## config.mk

```make
export PLATFORM = sky130hd
export DESIGN_NAME = key_step_ctrl
export DESIGN_NICKNAME = d
export VERILOG_FILES = /design/src/rtl/key_step_ctrl_pkg.sv /design/src/rtl/key_step_ctrl_debounce.sv /design/src/rtl/key_step_ctrl.sv
export SDC_FILE = /design/constraint.sdc
export NUM_CORES = 1
export LEC_CHECK = 0
export CORE_ASPECT_RATIO = 0.7
export CORE_MARGIN = 2
export CORE_UTILIZATION = 50
export DETAILED_ROUTE_END_ITERATION = 10
export HOLD_SLACK_MARGIN = 0.03
export MAX_ROUTING_LAYER = met4
export PLACE_DENSITY = 0.77
export SLEW_MARGIN = 25
export SYNTH_ARGS = -nofsm -noshare
export SYNTH_HDL_FRONTEND = slang
export SYNTH_SLANG_ARGS = --single-unit
```

## constraint.sdc

```tcl
create_clock -name clk -period 6.48 [get_ports clk]
set_clock_uncertainty 0.05 [all_clocks]
set_input_delay 0.972 -clock clk [delete_from_list [all_inputs] [get_ports clk]]
set_output_delay 0.972 -clock clk [all_outputs]
set_load 0.05 [all_outputs]
```

## src/rtl/key_step_ctrl_pkg.sv

```systemverilog
// Shared types and constants for the push-button step front end.
// The key index constants are reused by the delay controller wiring.
package key_step_ctrl_pkg;

    typedef enum logic [1:0] {
        IDLE      = 2'd0,
        HOLD_WAIT = 2'd1,
        REPEAT    = 2'd2,
        LOCK      = 2'd3
    } step_state_e;

    localparam int unsigned KEY_SLOWER = 0;
    localparam int unsigned KEY_FASTER = 1;

    function automatic int unsigned max_u(input int unsigned a, input int unsigned b);
        return (a > b) ? a : b;
    endfunction

    // Width of a counter that must hold every value from 0 up to max_val.
    function automatic int unsigned cnt_width(input int unsigned max_val);
        return $clog2(max_val + 1);
    endfunction

endpackage

```

## src/rtl/key_step_ctrl_debounce.sv

```systemverilog
// Two-flop synchroniser and debounce counter for one active-low push button.
// The output only follows the button after DEBOUNCE_CYCLES consecutive differing samples.
module key_debounce
    import key_step_ctrl_pkg::*;
#(
    parameter int unsigned DEBOUNCE_CYCLES = 50000
) (
    input  logic clk,
    input  logic reset,
    input  logic key_n,
    output logic pressed
);

    localparam int unsigned CNT_W = cnt_width(DEBOUNCE_CYCLES);
    localparam logic [CNT_W-1:0] CNT_LAST = CNT_W'(DEBOUNCE_CYCLES - 1);

    if (DEBOUNCE_CYCLES < 2) begin : g_bad_debounce
        $error("key_debounce: DEBOUNCE_CYCLES must be >= 2");
    end

    logic             sync1_q, sync1_d;
    logic             sync2_q, sync2_d;
    logic [CNT_W-1:0] cnt_q, cnt_d;
    logic             pressed_q, pressed_d;
    logic             raw;

    assign raw     = ~sync2_q;
    assign pressed = pressed_q;

    // Any sample agreeing with the accepted level restarts the count, so short glitches die out.
    always_comb begin
        sync1_d   = key_n;
        sync2_d   = sync1_q;
        cnt_d     = '0;
        pressed_d = pressed_q;
        if (raw != pressed_q) begin
            if (cnt_q == CNT_LAST) begin
                pressed_d = raw;
                cnt_d     = '0;
            end else begin
                cnt_d = cnt_q + CNT_W'(1);
            end
        end
    end

    always_ff @(posedge clk) begin
        if (reset) begin
            sync1_q   <= 1'b1;
            sync2_q   <= 1'b1;
            cnt_q     <= '0;
            pressed_q <= 1'b0;
        end else begin
            sync1_q   <= sync1_d;
            sync2_q   <= sync2_d;
            cnt_q     <= cnt_d;
            pressed_q <= pressed_d;
        end
    end

endmodule

```

## src/rtl/key_step_ctrl.sv

```systemverilog
// Turns the faster/slower push buttons into single-cycle step commands with
// auto-repeat while held; pressing both keys locks stepping until both are released.
module key_step_ctrl
    import key_step_ctrl_pkg::*;
#(
    parameter int unsigned DEBOUNCE_CYCLES = 50000,
    parameter int unsigned REPEAT_DELAY    = 25000000,
    parameter int unsigned REPEAT_RATE     = 10000000
) (
    input  logic       clk,
    input  logic       reset,
    input  logic [1:0] key_n,
    output logic [1:0] step,
    output logic [1:0] pressed
);

    localparam int unsigned RPT_W = cnt_width(max_u(REPEAT_DELAY, REPEAT_RATE));
    localparam logic [RPT_W-1:0] DELAY_LOAD = RPT_W'(REPEAT_DELAY - 1);
    localparam logic [RPT_W-1:0] RATE_LOAD  = RPT_W'(REPEAT_RATE - 1);

    if (REPEAT_DELAY < 2 || REPEAT_RATE < 2) begin : g_bad_repeat
        $error("key_step_ctrl: REPEAT_DELAY and REPEAT_RATE must be >= 2");
    end

    logic [1:0]       pressed_w;
    step_state_e      state_q, state_d;
    logic [RPT_W-1:0] rpt_cnt_q, rpt_cnt_d;
    logic             active_q, active_d;
    logic [1:0]       step_q, step_d;

    key_debounce #(
        .DEBOUNCE_CYCLES(DEBOUNCE_CYCLES)
    ) u_deb_faster (
        .clk    (clk),
        .reset  (reset),
        .key_n  (key_n[KEY_FASTER]),
        .pressed(pressed_w[KEY_FASTER])
    );

    key_debounce #(
        .DEBOUNCE_CYCLES(DEBOUNCE_CYCLES)
    ) u_deb_slower (
        .clk    (clk),
        .reset  (reset),
        .key_n  (key_n[KEY_SLOWER]),
        .pressed(pressed_w[KEY_SLOWER])
    );

    assign pressed = pressed_w;
    assign step    = step_q;

    // Exit priority while holding: release first, then the other key (lock), then repeat expiry.
    always_comb begin
        state_d   = state_q;
        rpt_cnt_d = rpt_cnt_q;
        active_d  = active_q;
        step_d    = 2'b00;
        case (state_q)
            IDLE: begin
                if (pressed_w == 2'b11) begin
                    state_d = LOCK;
                end else if (pressed_w != 2'b00) begin
                    step_d    = pressed_w;
                    active_d  = pressed_w[KEY_FASTER];
                    rpt_cnt_d = DELAY_LOAD;
                    state_d   = HOLD_WAIT;
                end
            end
            HOLD_WAIT, REPEAT: begin
                if (!pressed_w[active_q]) begin
                    state_d = IDLE;
                end else if (pressed_w[~active_q]) begin
                    state_d = LOCK;
                end else if (rpt_cnt_q == '0) begin
                    step_d[active_q] = 1'b1;
                    rpt_cnt_d        = RATE_LOAD;
                    state_d          = REPEAT;
                end else begin
                    rpt_cnt_d = rpt_cnt_q - RPT_W'(1);
                end
            end
            LOCK: begin
                if (pressed_w == 2'b00) begin
                    state_d = IDLE;
                end
            end
            default: begin
                state_d = IDLE;
            end
        endcase
    end

    always_ff @(posedge clk) begin
        if (reset) begin
            state_q   <= IDLE;
            rpt_cnt_q <= '0;
            active_q  <= 1'b0;
            step_q    <= 2'b00;
        end else begin
            state_q   <= state_d;
            rpt_cnt_q <= rpt_cnt_d;
            active_q  <= active_d;
            step_q    <= step_d;
        end
    end

    step_never_both: assert property (@(posedge clk) disable iff (reset) step_q != 2'b11);

endmodule
```

======== After elaboration in Yosys (flattened, before gate mapping) ========
Index checks and enable logic that the tools add are counted.
cells by class
  eq/ne operators ......................... 15
  bitwise gates (word level) .............. 6
  magnitude comparators ................... 3
  reductions and logical operators ........ 14
  multiplexer cells ....................... 25
  add/subtract/negate cells ............... 3
operators with widths
  operator                                                               count
  25-bit two-way mux                                                     5
  25-bit case mux with 2 select lines                                    1
  16-bit by 1-bit adder with 16-bit output, second input constant        2
  16-bit equality test, second input constant                            2
  25-bit zero test                                                       1
  25-bit by 1-bit subtractor with 25-bit output, second input constant   1
  2-bit two-way mux                                                      11
  2-bit != test, second input constant                                   5
  2-bit equality test, second input constant                             3
  1-bit NOT                                                              6
  2-bit case mux with 3 select lines                                     1
  3-bit AND reduction                                                    2
  3-bit OR reduction                                                     2
  1-bit two-way mux                                                      5
  5-bit AND reduction                                                    1
  2-bit zero test                                                        2
  1-bit by 2-bit < comparator with 1-bit output, second input constant   2
  4-bit != test, second input constant                                   1
  2-bit case mux with 2 select lines                                     1
  2-bit AND reduction                                                    2
  2-bit nonzero test                                                     2
  3-bit != test, second input constant                                   1
  2-bit by 1-bit equality test with 1-bit output, second input constant  1
  1-bit != test                                                          2
  other kinds (4)                                                        4
storage, ports and cells
  output and inout port bits .............. 4
  input port bits ......................... 4
  register bits after elaboration ......... 68
  logic and storage cells ................. 78

======== Logic depth before layout (Yosys ltp) ========
  word-level depth ........................ 8
  mapped depth ............................ 10
  mapped depth without buffers ............ 7

======== Hierarchy ========
Synthesis repeated with hierarchy kept, for this count alone.
second synthesis, totals
  cells, all modules ...................... 380
  area, all modules ....................... 3284.4 um^2
modules (own cells, without submodules)
  module         sequential area each (um^2)  times used  area an instance (um^2)  cells an instance
  key_step_ctrl  600.6                        1           1692.9                   204
  key_debounce   380.4                        2           795.8                    88

======== Least setup slack after synthesis ========
OpenSTA, ideal clock, no wires.
  path kind ............................... reg2reg
  from .................................... register u_deb_faster.pressed_q (netlist: u_deb_faster.pressed)
  to ...................................... register rpt_cnt_q[0]
  arrival ................................. 2.018 ns
  stages on the path, launching flop included .. 8
  required time ........................... 6.339 ns
  buffers on the path ..................... 1
  path slack .............................. 4.321 ns
  setup time .............................. 0.091 ns
  clock period less this slack ............ 2.159 ns
  cell sequence ........................... dfxtp_1 -> inv_1 -> ha_1 -> or4b_1 -> nand2_1 -> clkbuf_1 -> nor2_1 -> a311oi_1
between the ends
  word-level cells in the longest chain between the ends .. 4
  elaborated cells on any way between the ends .. 11
  classes of those cells .................. eq/ne (5); mux (4); reduce/logical (2)
RTL lines
  what                                                      RTL line                                  text
  from (decl)                                               key_step_ctrl_debounce.sv:24              logic pressed_q, pressed_d;
  from (signal assigned)                                    key_step_ctrl_debounce.sv:56              pressed_q <= pressed_d;
  1-bit two-way mux, on equally long branches (2 in a row)  key_step_ctrl.sv:72, key_step_ctrl.sv:70
  2-bit != test (no line)                                   --
  5-bit AND reduction (no line) *                           --
  to (signal assigned)                                      key_step_ctrl.sv:101                      rpt_cnt_q <= rpt_cnt_d;
  to (decl)                                                 key_step_ctrl.sv:27                       logic [RPT_W-1:0] rpt_cnt_q, rpt_cnt_d;
Mark *: on every way between the ends. The rest lies on a longest branch, timed or not. The select of a mux whose other input is x is not followed.
A chain may end at the register's enable or synchronous reset.

======== Worst setup path in the final report ========
  from .................................... register u_deb_faster.pressed_q (netlist: u_deb_faster.pressed)
  to ...................................... output pressed[1]
RTL lines
  what       RTL line             text
  to (decl)  key_step_ctrl.sv:14  output logic [1:0] pressed
No word-level cell between the ends.

==> impl_metrics.tcl <==
set metrics [dict create \
    die_height_microns 74.0 \
    cp_top_family "buffers and inverters" \
    reg2regPathDepth 6 \
    fin_crit_sh_pct 43.5 \
    worst_slew_pin_slew_ns 0.818 \
    holdBufCountCts 0 \
    netSwitchingPower_mw 0.183 \
    internal-power_mw 0.761 \
    netlist_top_cells_count "dfxtp_1, nor2_1, nor3_1" \
    clock_power_share_pct 52.7 \
    drt_iter0_drc 238 \
    io_buffers 7 \
    clk_latency_ns 0.35 \
    clk_pin_slew_ns 0.07 \
    synth_top_area_share_pct 38.9 \
    r2r_start "state_q[0]$_SDFFE_PP0P_" \
    regArea_sq_mm 0.00136 \
    final_layout_size_suffix_gt1_share_pct 8.13 \
    synth_top_family_by_area "simple AND/OR/NAND/NOR gates" \
    clock.fmax_mhz 355 \
    crit_start "u_deb_faster.pressed$_SDFFE_PP0P_" \
    crit_fanout 10 \
    synth_compound_area_share_pct 13.2 \
    synth_mux_area_share_pct 0.893 \
    sequentialPowerShare_pct 44.7 \
    gr-total-overflow 0 \
    critPathArrivalTime_ns 1.80 \
    place_congestion 0.847 \
    p_sw_share_pct 19.4 \
    yosysUniqueCellTypes 55 \
    cts.sinks 68 \
    routedWlPerCell_microns 14.7 \
    die_area_sq_mm 0.00770 \
    ctsResizeCount 0 \
    synthTopCellsByArea "dfxtp_1, nor2_1, ha_1" \
    slew_violations 0 \
    power_leakage_nw 1.35 \
    outcome "finished, final reports clean" \
    cap_viol_max_count 0 \
    syn_nets 420 \
    critPathRequiredTime_ns 5.46 \
    cp-start-kind "register" \
    rr_endpoint "rpt_cnt_q[20]$_SDFFE_PP0P_" \
    grt_setup_unrepaired "no" \
    r2r_slack_ns 3.68 \
    total_power_mw 0.943 \
    ios 8 \
    synth_edf_count 0 \
    synth_largest_area_cell "dfxtp_1" \
    route.detailed.drc 0 \
    cts.path.max_buffers 2 \
    max_stage_delay_ns 0.89 \
    async_flop_share_pct 0 \
    dr.pass1.iters 4 \
    synthAdderAreaFrac_pct 3.93 \
    yosysWarnings 0 \
    antenna_left 0 \
    die_w_microns 104 \
    syn_area_sq_mm 0.00350 \
    critPathBufInv 1 \
    start_util_pct 51.9 \
    viasPerCell 5.81 \
    core_sq_mm 0.00676 \
    end_kind "output port" \
    cts_tree "done" \
    power_density_mw_per_mm2 246 \
    critPathKind "register to output port" \
    comb_power_share_pct 2.6 \
    ys_seq_area_share_pct 38.9 \
    hpwlAfterDp_microns 4950 \
    post-cts-setup-buffer-count 0 \
    cts_root_buffer "clkbuf_8" \
    setup_viol 0 \
    period_needed_ns 2.82 \
    ys_ff_latch 68 \
    antenna_found_initial 0 \
    fin_nets 416 \
    multiInputGateArea_sq_mm 0.00195 \
    grt_max_degree 40 \
    diodes 0 \
    htreeDepth 3 \
    grt_usage_pct 21.5 \
    path_cells "clkdlybuf4s50_1" \
    maxSlewHeadroom_pct 45.4 \
    num_rows 25 \
    area_growth_pct 9.54 \
    nFillCells 599 \
    tns_ns 0 \
    grt_pass1_vias 2636 \
    hold_viol_final 0 \
    wirelength_microns 7370 \
    crit_cells 1 \
    grt_pass1_wl_microns 12700 \
    numCtsBuffers 9 \
    synth_area_per_cell_sq_um 8.65 \
    synth_xor_area_share_pct 7.50 \
    hold_path_class "register to register" \
    synth_top_flop_cell "dfxtp_1" \
    peakVddDrop_v 0.0000980 \
    cp_slowest_cell "clkdlybuf4s50_1" \
    yosys.area_share.simple_pct 29.9 \
    crit_end "pressed[1]" \
    vias 2907 \
    postSynthCellCount 405 \
    yosysMostFrequentCell "dfxtp_1" \
]
==> layout by cell type (no fill, tap or decap), drive strengths merged, types with 6 or more instances in the layout <==
cell / n
a211oi: 11
a21oi: 19
a311oi: 7
and2: 6
and3: 9
clkbuf: 9
clkdlybuf4s50: 7
dfxtp: 68
ha: 11
inv: 12
nand2: 22
nand3: 14
nand4: 12
nor2: 58
nor3: 23
nor4: 7
o21ai: 13
xnor2: 15
xor2: 15
==> power by group through the flow <==
stage / logic, mW / clock network [mW] / registers [mW]
after floorplan: 0.0233 / 0 / 0.431
after global placement: 0.0235 / 0 / 0.432
after detailed placement: 0.0242 / 0 / 0.432
after CTS: 0.0243 / 0.505 / 0.422
after global routing: 0.0270 / 0.522 / 0.422
final: 0.0244 / 0.497 / 0.422
==> area by class of cell <==
class,count,area share [%]
flip-flops and latches,68,35.5
repair buffers,8,2.02
clock inverters,7,4.24
inverters,12,1.17
well taps,94,3.06
clock buffers,9,3.23
multi-input cells,302,50.8
==> flip-flops by register name, indices dropped and copies added (netlist names) <==
register              cells
u_deb_faster.pressed      1
state_q                   2
u_deb_slower.sync1_q      1
step                      2
rpt_cnt_q                25
u_deb_faster.sync1_q      1
u_deb_slower.sync2_q      1
active_q                  1
u_deb_faster.sync2_q      1
u_deb_slower.cnt_q       16
u_deb_faster.cnt_q       16
u_deb_slower.pressed      1
==> how the worst min path moves through the flow <==
| stage | from | end | slack, ns | cells past startpoint |
|---|---|---|---|---|
| after floorplan | u_deb_faster.sync1_q$_SDFF_PP1_ | u_deb_faster.sync2_q$_SDFF_PP1_ | 0.34 | 1 |
| after global placement | u_deb_faster.sync1_q$_SDFF_PP1_ | u_deb_faster.sync2_q$_SDFF_PP1_ | 0.35 | 1 |
| after detailed placement | u_deb_faster.sync1_q$_SDFF_PP1_ | u_deb_faster.sync2_q$_SDFF_PP1_ | 0.35 | 1 |
| after CTS | u_deb_faster.sync1_q$_SDFF_PP1_ | u_deb_faster.sync2_q$_SDFF_PP1_ | 0.38 | 1 |
| after global routing | u_deb_faster.sync1_q$_SDFF_PP1_ | u_deb_faster.sync2_q$_SDFF_PP1_ | 0.40 | 1 |
| final | u_deb_faster.sync1_q$_SDFF_PP1_ | u_deb_faster.sync2_q$_SDFF_PP1_ | 0.37 | 1 |
==> cell families after synthesis <==
| group | count (synthesis) |
|---|---|
| flops | 68 |
| compound gates | 70 |
| fa+ha+maj | 11 |
| buf+inv | 35 |
| simple gates | 188 |
| xor+xnor | 30 |
| mux | 3 |
==> per-stage QoR <==
| stage | worst slack (ns) | hold slack, ns | utilization, % | instance area [sq um] | std cells |
|---|---|---|---|---|---|
| global placement | 3.59 | 0.353 | 52.5 | 3540 | 484 |
| global route | 3.42 | 0.405 | 56.8 | 3840 | 500 |
| floorplan | 4.32 | 0.339 | - | 3500 | 405 |
| CTS | 3.65 | 0.377 | 56.8 | 3840 | 500 |
| detailed placement | 3.71 | 0.350 | 52.6 | 3550 | 484 |
| finish | 3.66 | 0.365 | 56.8 | 3840 | 500 |
==> per-layer routing <==
metal,wire [microns],vias up,GRT usage [%],part of all wire [%]
li1,-,1437,-,-
met1,3750,1386,28.4,51
met2,3180,73,31.3,43
met3,329,11,6.13,4.5
met4,108,0,8.41,1.5
met5,0,-,-,0
No activity file was read; power rests on OpenSTA's default activity.
